### config.mk
export PLATFORM = sky130hd
export DESIGN_NAME = rx_fifo
export DESIGN_NICKNAME = d
export VERILOG_FILES = /design/src/rtl/rx_fifo.sv
export SDC_FILE = /design/constraint.sdc
export NUM_CORES = 1
export LEC_CHECK = 0
export CAP_MARGIN = 20
export CORE_AREA = 2 2 103 105
export CTS_BUF_LIST = sky130_fd_sc_hd__clkbuf_4 sky130_fd_sc_hd__clkbuf_8 sky130_fd_sc_hd__clkbuf_16
export DETAILED_ROUTE_END_ITERATION = 6
export DIE_AREA = 0 0 105 107
export GPL_ROUTABILITY_DRIVEN = 1
export PLACE_DENSITY = 0.47
export SLEW_MARGIN = 15
export SYNTH_ARGS = -nofsm -noshare
export SYNTH_HDL_FRONTEND = slang
export SYNTH_SLANG_ARGS = --single-unit
### constraint.sdc
create_clock -name clk -period 3.9 [get_ports clk]
set_input_delay 0.78 -clock clk [delete_from_list [all_inputs] [get_ports clk]]
set_output_delay 0.78 -clock clk [all_outputs]
set_load 0.01 [all_outputs]
### src/rtl/rx_fifo.sv
// rx_fifo: first-word-fall-through receive buffer behind the UART receiver,
// with a sticky overrun flag for bytes dropped while full. Rev 1.0
`default_nettype none

module rx_fifo #(
  parameter int ADDR_W = 3,
  parameter int DATA_W = 8
) (
  input  logic              clk,
  input  logic              res_n,
  input  logic [DATA_W-1:0] rx_byte,
  input  logic              rdy,
  input  logic              rd_en,
  output logic [DATA_W-1:0] rd_data,
  output logic              empty,
  output logic              full,
  output logic [ADDR_W:0]   level,
  output logic              overrun,
  input  logic              clr_overrun
);

  localparam int DEPTH = 1 << ADDR_W;

  logic [DATA_W-1:0] mem_q [DEPTH];
  logic [ADDR_W:0]   wr_ptr_q, wr_ptr_d;
  logic [ADDR_W:0]   rd_ptr_q, rd_ptr_d;
  logic              overrun_q, overrun_d;
  logic              push, pop, drop;

  // Extra pointer MSB distinguishes full from empty when the index bits match.
  assign empty   = (wr_ptr_q == rd_ptr_q);
  assign full    = (wr_ptr_q[ADDR_W] != rd_ptr_q[ADDR_W]) &&
                   (wr_ptr_q[ADDR_W-1:0] == rd_ptr_q[ADDR_W-1:0]);
  assign level   = wr_ptr_q - rd_ptr_q;
  assign rd_data = mem_q[rd_ptr_q[ADDR_W-1:0]];
  assign overrun = overrun_q;

  assign pop  = rd_en && !empty;
  assign push = rdy && (!full || pop);
  assign drop = rdy && full && !pop;

  always_comb begin
    wr_ptr_d  = wr_ptr_q;
    rd_ptr_d  = rd_ptr_q;
    overrun_d = overrun_q;
    if (push) wr_ptr_d = wr_ptr_q + 1'b1;
    if (pop)  rd_ptr_d = rd_ptr_q + 1'b1;
    if (clr_overrun) overrun_d = 1'b0;
    if (drop)        overrun_d = 1'b1;
  end

  always_ff @(posedge clk or negedge res_n) begin
    if (!res_n) begin
      wr_ptr_q  <= '0;
      rd_ptr_q  <= '0;
      overrun_q <= 1'b0;
    end else begin
      wr_ptr_q  <= wr_ptr_d;
      rd_ptr_q  <= rd_ptr_d;
      overrun_q <= overrun_d;
    end
  end

  // Storage is deliberately left unreset; contents are don't-care until written.
  always_ff @(posedge clk) begin
    if (push && res_n) mem_q[wr_ptr_q[ADDR_W-1:0]] <= rx_byte;
  end

endmodule

`default_nettype wire

Word level (Yosys, flattened, before mapping)
Memory sizes are Yosys's and may differ from the RTL's.
Index checks and enable logic that the tools add are counted.
{"block": "totals", "ff_bits": 9, "inputBits": 13, "n_memories": 1, "elab_cells": 25, "mem_bits_rw": 64}
{"block": "op_classes", "mux": 4, "n_reduce_logical": 11, "eq_ne": 3, "n_addsub": 3}
{"name": "mem_q", "depth": 8, "width": 8, "rd": 1, "rd_ports_with_merged_regs": 0, "wr": 1, "line_no": "24", "source": "logic [DATA_W-1:0] mem_q [DEPTH];"}
{"cell": "$add A4 B1 Y4 const B", "count": 2}
{"cell": "$logic_and A1 B1 Y1", "count": 6}
{"cell": "$eq A4 B4 Y1", "count": 1}
{"cell": "$mux W1", "count": 4}
{"cell": "$sub A4 B4 Y4", "count": 1}
{"cell": "$eq A3 B3 Y1", "count": 1}
{"cell": "$logic_not A1 Y1", "count": 3}
{"cell": "$reduce_bool A2 Y1", "count": 1}
{"cell": "$logic_or A1 B1 Y1", "count": 1}
{"cell": "$ne A1 B1 Y1", "count": 1}

Logic depth before layout (Yosys ltp)
Gate-level depths: netlist (run 1).
{"block": "logic_depth", "depth_word": 8, "depth_mapped": 9}

Least setup slack after synthesis (run 1)
Ideal clock, no wire load.
{"block": "synth_timing", "path_kind": "flip-flop to flip-flop", "startpoint": "register rd_ptr_q[1]", "endpoint": "memory mem_q[1][0], enable pin", "setup_slack_ns": 1.116, "arrival_ns": 2.401, "synth_period_minus_slack_ns": 2.784, "required_ns": 3.517, "path_stages_with_launch": 10, "path_cell_list": "dfrtp_1 > clkbuf_1 > buf_2 > inv_1 > ha_1 > nand3_1 > or3_1 > buf_4 > nand4_1 > nor3_1"}
{"block": "synth_between", "elab_chain_cells": 8}
{"element": "start: declaration", "line_no": "26", "source": "logic [ADDR_W:0] rd_ptr_q, rd_ptr_d;"}
{"element": "start signal: assignment", "line_no": "59", "source": "rd_ptr_q <= rd_ptr_d;"}
{"element": "$eq A4 B4 Y1 or $eq A3 B3 Y1 (tied branches)", "line_no": "31, 33"}
{"element": "$logic_not A1 Y1 or $logic_and A1 B1 Y1 (tied branches)", "line_no": "38, 32"}
{"element": "$logic_and A1 B1 Y1 or $logic_not A1 Y1 (tied branches)", "line_no": "38, 39"}
{"element": "$logic_or A1 B1 Y1 *", "line_no": "39", "source": "assign push = rdy && (!full || pop);"}
{"element": "$logic_and A1 B1 Y1 *", "line_no": "39"}
{"element": "$logic_and A1 B1 Y1 *", "line_no": "66", "source": "if (push && res_n) mem_q[wr_ptr_q[ADDR_W-1:0]] <= rx_byte;"}
{"element": "$mux W1 *", "line_no": "66"}
{"element": "$mux W1 (not written as such) *", "line_no": "66"}
{"element": "end: declaration", "line_no": "24"}
Mark *: on every way between the ends. The rest lies on a longest branch, timed or not.

Worst setup path after layout (run 1)
{"block": "layout_timing", "startpoint": "register rd_ptr_q[2]", "endpoint": "output level[3]"}
{"block": "layout_between", "elab_chain_cells": 1}
{"element": "$sub A4 B4 Y4", "line_no": "34", "source": "assign level = wr_ptr_q - rd_ptr_q;"}
{"element": "end: declaration", "line_no": "17", "source": "output logic [ADDR_W:0] level,"}
Every way passes these cells.

==> results.md, run 1 <==
| Parameter | Value | Unit |
|---|---|---|
| Synthesized netlist net count | 193 | - |
| Number of hold-slack violations in the final timing report | 0 | - |
| Maximum VDD drop | 0.000319 | V |
| Crit start category | register | - |
| Global placer's final weighted congestion | 0.714 | - |
| DRC violations left | 0 | - |
| TritonCTS clock tree | built | - |
| Sink of the worst hold path | rd_ptr_q[3] | - |
| Clock Path Buffers | 2 | - |
| Clock root buffer | sky130_fd_sc_hd__clkbuf_8 | - |
| Start point of the worst min-delay path | rd_ptr_q[3] | - |
| Post-synth cell types | 26 | - |
| Leading area contributor after synthesis | sky130_fd_sc_hd__edfxtp_1 | - |
| Layout overhead on the synthesized area | 23.2 | % |
| Post-CTS Hold Fix Bufs | 0 | - |
| Number of nets with antenna violations after detailed routing | 0 | - |
| Antenna Cells | 0 | - |
| Unrepaired setup endpoints after global routing | no | - |
| Standard-cell row count | 37 | - |
| Final wirelength | 5.84 | mm |
| Initial antenna violation count | 0 | - |
| Pwr/cell area | 778 | nW/um2 |
| Final Core Density | 36.5 | % |
| Pin count of the biggest net entering global routing | 21 | - |
| Sinks on Clock Net | 73 | - |
| Actual slew at the worst max-slew pin | 0.801 | ns |
| Worst slew margin | 46.4 | % |
| Fraction of post-synthesis cell area in the top cell type by area | 64.3 | % |
| Synthesized area | 2990 | um2 |
| Effective utilization at floorplan | 29.6 | % |
| Net count of the finished layout | 230 | - |
| Post-place instance area | 3440 | um2 |
| HPWL after DPL | 4.00 | mm |
| Post-synthesis sequential area ratio | 71.8 | % |
| Via density per instance | 4.44 | - |
| Cells on worst reg2reg path | 6 | - |
| Post-synthesis instance total | 174 | - |
| Fraction of final layout cells sized beyond drive strength 1 | 18.1 | % |
| Count of boundary I/O pins | 28 | - |
| CTS H-Tree Depth | 3 | - |
| Achievable Freq | 318 | MHz |
| Crit path DAT | 2.37 | ns |
| Post-route setup TNS | 0 | ns |
| Clk pin slew, worst setup/hold paths | 0.07 | ns |
| Clock network latency to the later pin of the worst-skew pair | 0.34 | ns |
| Max-cap violations | 0 | - |
| Slew Limit Fails | 0 | - |
| Register-to-register path setup slack | 1.08 | ns |
| Number of vias in the routed layout | 1564 | - |
| Post-Layout Inst Area | 3680 | um2 |
| Leak Pwr | 1.28 | nW |
| Worst setup slack after placement | 1.02 | ns |
| Largest cells by area after synthesis | sky130_fd_sc_hd__edfxtp_1 64%, sky130_fd_sc_hd__mux4_2 12%, sky130_fd_sc_hd__dfrtp_1 7.5% | - |
| Average footprint of a synthesized cell | 17.2 | um2 |
| WHS Path Cells | 1 | - |
| Worst-path maximum fanout | 10 | - |
| Synthesized flop and latch total | 73 | - |
| FF-to-FF End | mem_q[3][2] | - |
| Overall global routing resource usage | 11.7 | % |
| Full die area | 11200 | um2 |
| Overall die width | 105 | um |
| Count of buffers inserted at the top-level ports | 27 | - |
| Vias in the first global route | 1692 | - |
| Post-CTS repair timing setup buffer count | 0 | - |
| Worst path required time | 3.12 | ns |
| First-pass GRT wire length | 9.54 | mm |
| Type of destination of the critical path | output pin | - |
| Warnings from Yosys | 0 | - |
| RR Startpoint | rd_ptr_q[2] | - |
| Final routed wire length divided by cell count | 16.6 | um |
| CTS buffer count | 9 | - |
| Height of the chip | 107 | um |
| Initial drt markers | 71 | - |
| Worst Hold Class | reg2reg | - |
| Gr ovfl total | 0 | - |
| Min cycle time layout | 3.15 | ns |
| Placeable core area | 10100 | um2 |
| Final critical-path setup slack | 0.753 | ns |
| Setup Viol. Count Final | 0 | - |
| Crit share post-route | 80.7 | % |
| Worst Skew | 0.00817 | ns |
| Critical path start-end classification | reg2out | - |
| Post-CTS resize count | 0 | - |
| DR pass1 iterations | 4 | - |
| Outcome | finished clean | - |
[metrics by stage]
step	instances	hold WS [ns]	total power, mW
after floorplan	174	0.484	1.71
after global placement	336	0.513	2.20
after detailed placement	336	0.522	2.20
after CTS	352	0.537	2.92
after global routing	352	0.551	3.07
final	352	0.529	2.87
[synthesized netlist by cell type]
cell type                  number
sky130_fd_sc_hd__buf_2          3
sky130_fd_sc_hd__or4b_1         1
sky130_fd_sc_hd__o21ai_0        1
sky130_fd_sc_hd__clkbuf_1       2
sky130_fd_sc_hd__ha_1           5
sky130_fd_sc_hd__o22ai_1        1
sky130_fd_sc_hd__mux2_1         1
sky130_fd_sc_hd__nand4_1        2
sky130_fd_sc_hd__nor2_1        10
sky130_fd_sc_hd__or3_1          1
sky130_fd_sc_hd__xnor2_1        8
sky130_fd_sc_hd__nor3_1         2
sky130_fd_sc_hd__a21oi_1        1
sky130_fd_sc_hd__nand3_1        3
sky130_fd_sc_hd__mux4_2        16
sky130_fd_sc_hd__dfrtp_1        9
sky130_fd_sc_hd__a21o_1         1
sky130_fd_sc_hd__buf_4          1
sky130_fd_sc_hd__mux2_2         1
sky130_fd_sc_hd__fa_1           1
sky130_fd_sc_hd__xor2_1         2
sky130_fd_sc_hd__nand2_1       27
sky130_fd_sc_hd__inv_2          1
sky130_fd_sc_hd__inv_1          9
sky130_fd_sc_hd__edfxtp_1      64
sky130_fd_sc_hd__nand2b_1       1
[logic make-up after synthesis]
logic type      after synthesis  synth area share, %
fa+ha+maj                     6                 2.76
flops                        73                 71.8
simple gates                 47                 6.65
compound gates                4                0.795
mux                          18                 12.8
buf+inv                      16                 2.26
xor+xnor                     10                 2.93
[routing by layer]
layer / global-route usage (%) / vias up / wire length (um)
met5: 0 / - / 0
met4: 4.86 / 0 / 112
met3: 3.16 / 10 / 304
met2: 17.9 / 40 / 2740
met1: 15.8 / 788 / 2690
li1: - / 726 / -
[cells in the final DEF (no fill, tap or decap), drive strengths merged, types with 2 or more instances in the layout]
cell           instances
buf                    5
nor3                   2
nand2                 27
xnor2                  8
nand3                  3
clkdlybuf4s50         27
clkbuf                10
bufinv                 3
edfxtp                64
ha                     5
nand4                  2
xor2                   2
inv                   11
nor2                  10
dfrtp                  9
mux4                  16
mux2                   2
[registers in the layout, indices dropped and copies added (netlist names)]
name and flops:
mem_q 64, rd_ptr_q 4, wr_ptr_q 4, overrun 1
[area by class of cell]
class	count	area (um2)
Timing Repair Buffer	32	308
Clock inverter	6	115
Tap cell	136	170
Clock buffer	10	131
Fill cell	991	6410
Sequential cell	73	2150
Inverter	10	37.5
Multi-Input combinational cell	85	776
[how the worst max path moves through the flow]
stage,start,end,cells past startpoint
2_1_floorplan,rd_ptr_q[1],mem_q[1][0],9
4_1_cts,rd_ptr_q[2],level[3],5
5_1_grt,rd_ptr_q[2],level[3],5
3_5_place_dp,rd_ptr_q[2],mem_q[7][0],6
3_3_place_gp,rd_ptr_q[2],mem_q[7][5],6
6_report,rd_ptr_q[2],level[3],5
[power breakdown]
part / total [mW] / switching (mW) / internal, mW
Combinational: 1.11 / 0.516 / 0.592
Clock: 0.717 / 0.281 / 0.435
Sequential: 1.04 / 0.0897 / 0.952
Total: 2.87 / 0.887 / 1.98
[critical path, cell delays in order (launching register included)]
cell and delay [ns]:
sky130_fd_sc_hd__dfrtp_1 0.59, sky130_fd_sc_hd__inv_2 0.21, sky130_fd_sc_hd__ha_1 0.37, sky130_fd_sc_hd__a21oi_1 0.18
sky130_fd_sc_hd__xnor2_1 0.13, sky130_fd_sc_hd__clkdlybuf4s50_1 0.55
(Power assumes the default switching activity.)
==> run 2, diff against run 1 <==
==> constraint.sdc (replaced) <==
create_clock -name clk -period 3 [get_ports clk]
set_input_delay 0.6 -clock clk [delete_from_list [all_inputs] [get_ports clk]]
set_output_delay 0.6 -clock clk [all_outputs]
set_load 0.01 [all_outputs]
==> run 2 against run 1 <==
  * Setup slack got worse by 0.63 ns
  * Via count fell by 0.83%
  * Power rose by 26%
  * Flip-flop and latch count did not move
  * Final cell count rose by 1.7%
  * Clock-buffer cell count fell by 1
  * Non-clock buffer count rose by 6
  * Critical path type unchanged
==> results.md, run 2 (synthesized netlist as in run 1, its figures left out) <==
| Parameter | Value | Unit | vs previous |
|---|---|---|---|
| Outcome | finished clean | - |  |
| Count of buffers inserted at the top-level ports | 27 | - | unchanged |
| Final wirelength | 5.91 | mm | +1.2% |
| Worst Hold Class | reg2reg | - |  |
| Launching instance or port of the critical path | rd_ptr_q[0] | - |  |
| Leak Pwr | 1.28 | nW | about the same |
| Number of nets with antenna violations after detailed routing | 0 | - | unchanged |
| Endpoint of the most critical setup path | rd_data[3] | - |  |
| Via density per instance | 4.33 | - | -2.5% |
| Effective utilization at floorplan | 29.6 | % | unchanged |
| Worst slew margin | 36.3 | % | -10 points |
| HPWL after DPL | 3.71 | mm | -7.2% |
| Crit share post-route | 95.8 | % |  |
| Vias in the first global route | 1691 | - | -0.059% |
| Clk pin slew, worst setup/hold paths | 0.08 | ns | about the same |
| First-pass GRT wire length | 9.39 | mm | -1.6% |
| Min cycle time layout | 2.88 | ns |  |
| Maximum VDD drop | 0.000464 | V | +45% |
| Clock network latency to the later pin of the worst-skew pair | 0.35 | ns | about the same |
| Post-CTS repair timing setup buffer count | 0 | - | unchanged |
| Overall global routing resource usage | 11.7 | % | -0.029 points |
| Pin count of the biggest net entering global routing | 21 | - | unchanged |
| FF-to-FF End | mem_q[2][3] | - |  |
| Full die area | 11200 | um2 | unchanged |
| Final routed wire length divided by cell count | 16.5 | um | -0.50% |
| Sinks on Clock Net | 73 | - | unchanged |
| Layout overhead on the synthesized area | 23.3 | % | about the same |
| Met2 wire length | 2.81 | mm | +2.7% |
| Worst path required time | 2.40 | ns | -0.72 ns |
| Most frequent cells in the layout | 64 x sky130_fd_sc_hd__edfxtp_1, 27 x sky130_fd_sc_hd__nand2_1, 27 x sky130_fd_sc_hd__clkdlybuf4s50_1, 16 x sky130_fd_sc_hd__mux4_2, 11 x sky130_fd_sc_hd__buf_4 | - |  |
| Number of hold-slack violations in the final timing report | 0 | - | unchanged |
| Initial drt markers | 67 | - | -5.6% |
| Post-place instance area | 3480 | um2 | +1.3% |
| Unrepaired setup endpoints after global routing | no | - |  |
| Post-Layout Inst Area | 3690 | um2 | about the same |
| DRC violations left | 0 | - | unchanged |
| Worst-path maximum fanout | 19 | - | +9 |
| Most common cell after layout, fill and taps aside | sky130_fd_sc_hd__edfxtp_1 | - |  |
| DR pass1 iterations | 4 | - | unchanged |
| RR Startpoint | wr_ptr_q[0] | - |  |
| Setup Viol. Count Final | 0 | - | unchanged |
| Cells on worst reg2reg path | 7 | - | +1 |
| Start point of the worst min-delay path | rd_ptr_q[3] | - |  |
| Number of vias in the routed layout | 1551 | - | -0.83% |
| Crit start category | register | - |  |
| Count of boundary I/O pins | 28 | - | unchanged |
| Type of destination of the critical path | output pin | - |  |
| Net count of the finished layout | 236 | - | +2.6% |
| Height of the chip | 107 | um | unchanged |
| Top routing layer in use | met4 | - |  |
| Worst setup slack after placement | 0.333 | ns | -0.685 ns |
| Slew Limit Fails | 0 | - | unchanged |
| CTS H-Tree Depth | 3 | - | unchanged |
| Gr ovfl total | 0 | - | unchanged |
| Met3 WL post-DR | 257 | um | -15% |
| Initial antenna violation count | 0 | - | unchanged |
| Clock root buffer | sky130_fd_sc_hd__clkbuf_8 | - |  |
| Antenna Cells | 0 | - | unchanged |
| Placeable core area | 10100 | um2 | unchanged |
| Actual slew at the worst max-slew pin | 0.952 | ns | +0.151 ns |
| Worst Skew | 0.00936 | ns | +0.00118 ns |
| Standard-cell row count | 37 | - | unchanged |
| TritonCTS clock tree | built | - |  |
| Critical path start-end classification | reg2out | - |  |
| Max FFs per register | 64 | - | unchanged |
| Crit path DAT | 2.28 | ns | -0.09 ns |
| Final critical-path setup slack | 0.125 | ns | -0.629 ns |
| Global placer's final weighted congestion | 0.678 | - | -5.0% |
| Overall die width | 105 | um | unchanged |
| Register-to-register path setup slack | 0.48 | ns | -0.60 ns |
| Achievable Freq | 348 | MHz |  |
| Fraction of final layout cells sized beyond drive strength 1 | 20.3 | % | +2.2 points |
| Post-route setup TNS | 0 | ns | unchanged |
| Final-layout worst hold slack | 0.528 | ns | -0.00160 ns |
| Max-cap violations | 0 | - | unchanged |
| Pwr/cell area | 982 | nW/um2 | +26% |
| Clock Path Buffers | 2 | - | unchanged |
| Post-CTS resize count | 0 | - | unchanged |
| Post-CTS Hold Fix Bufs | 0 | - | unchanged |
| Post-Route M1 WL | 2.77 | mm | +2.8% |
| CTS buffer count | 9 | - | unchanged |
-- run 2: cell count changes in the layout (fill, tap and decap cells not counted), sizes merged --
cell | before | now
clkinvlp | 1 | 3
bufinv | 3 | 1
clkbuf | 10 | 9
buf | 5 | 11
clkinv | 1 | 2
-- run 2: worst max-delay path: stages (launching register included) --
cell and delay [ns]:
sky130_fd_sc_hd__dfrtp_1 0.36, sky130_fd_sc_hd__buf_4 0.36, sky130_fd_sc_hd__mux4_2 0.55, sky130_fd_sc_hd__nand2_1 0.09, sky130_fd_sc_hd__nand2_1 0.07, sky130_fd_sc_hd__clkdlybuf4s50_1 0.48
-- run 2: how the worst min path moves through the flow --
| stage | end | slack (ns) | cells after the start |
|---|---|---|---|
| final | rd_ptr_q[3] | 0.53 | 1 |
| after global routing | wr_ptr_q[3] | 0.55 | 1 |
| after CTS | rd_ptr_q[3] | 0.53 | 1 |
| after detailed placement | rd_ptr_q[3] | 0.52 | 1 |
| after global placement | wr_ptr_q[3] | 0.52 | 1 |
| after floorplan | overrun | 0.30 | 0 |
-- run 2: routing by layer --
metal / up-vias / global-route usage (%)
met5: - / 0
met4: 0 / 6.00
met3: 6 / 3.34
met2: 39 / 17.6
met1: 767 / 15.3
li1: 739 / -
-- run 2: final cells by class --
class	count	area, um2
fill	986	6410
sequential	73	2150
multi-input combinational	85	776
timing repair buffer	38	353
tap	136	170
clock buffer	9	124
clock inverter	7	78.8
inverter	10	37.5
-- run 2: power by group --
group | switching (mW) | internal [mW] | total (mW)
sequential | 0.0707 | 1.24 | 1.31
combinational | 0.724 | 0.806 | 1.53
clock | 0.392 | 0.389 | 0.781
-- run 2: stage by stage --
step           power (mW)  std cells  utilization, %
2_1_floorplan        2.23        174               -
3_3_place_gp         2.90        342            34.5
3_5_place_dp         2.89        342            34.5
4_1_cts              3.68        358            36.5
5_1_grt              3.86        358            36.5
6_report             3.62        358            36.5
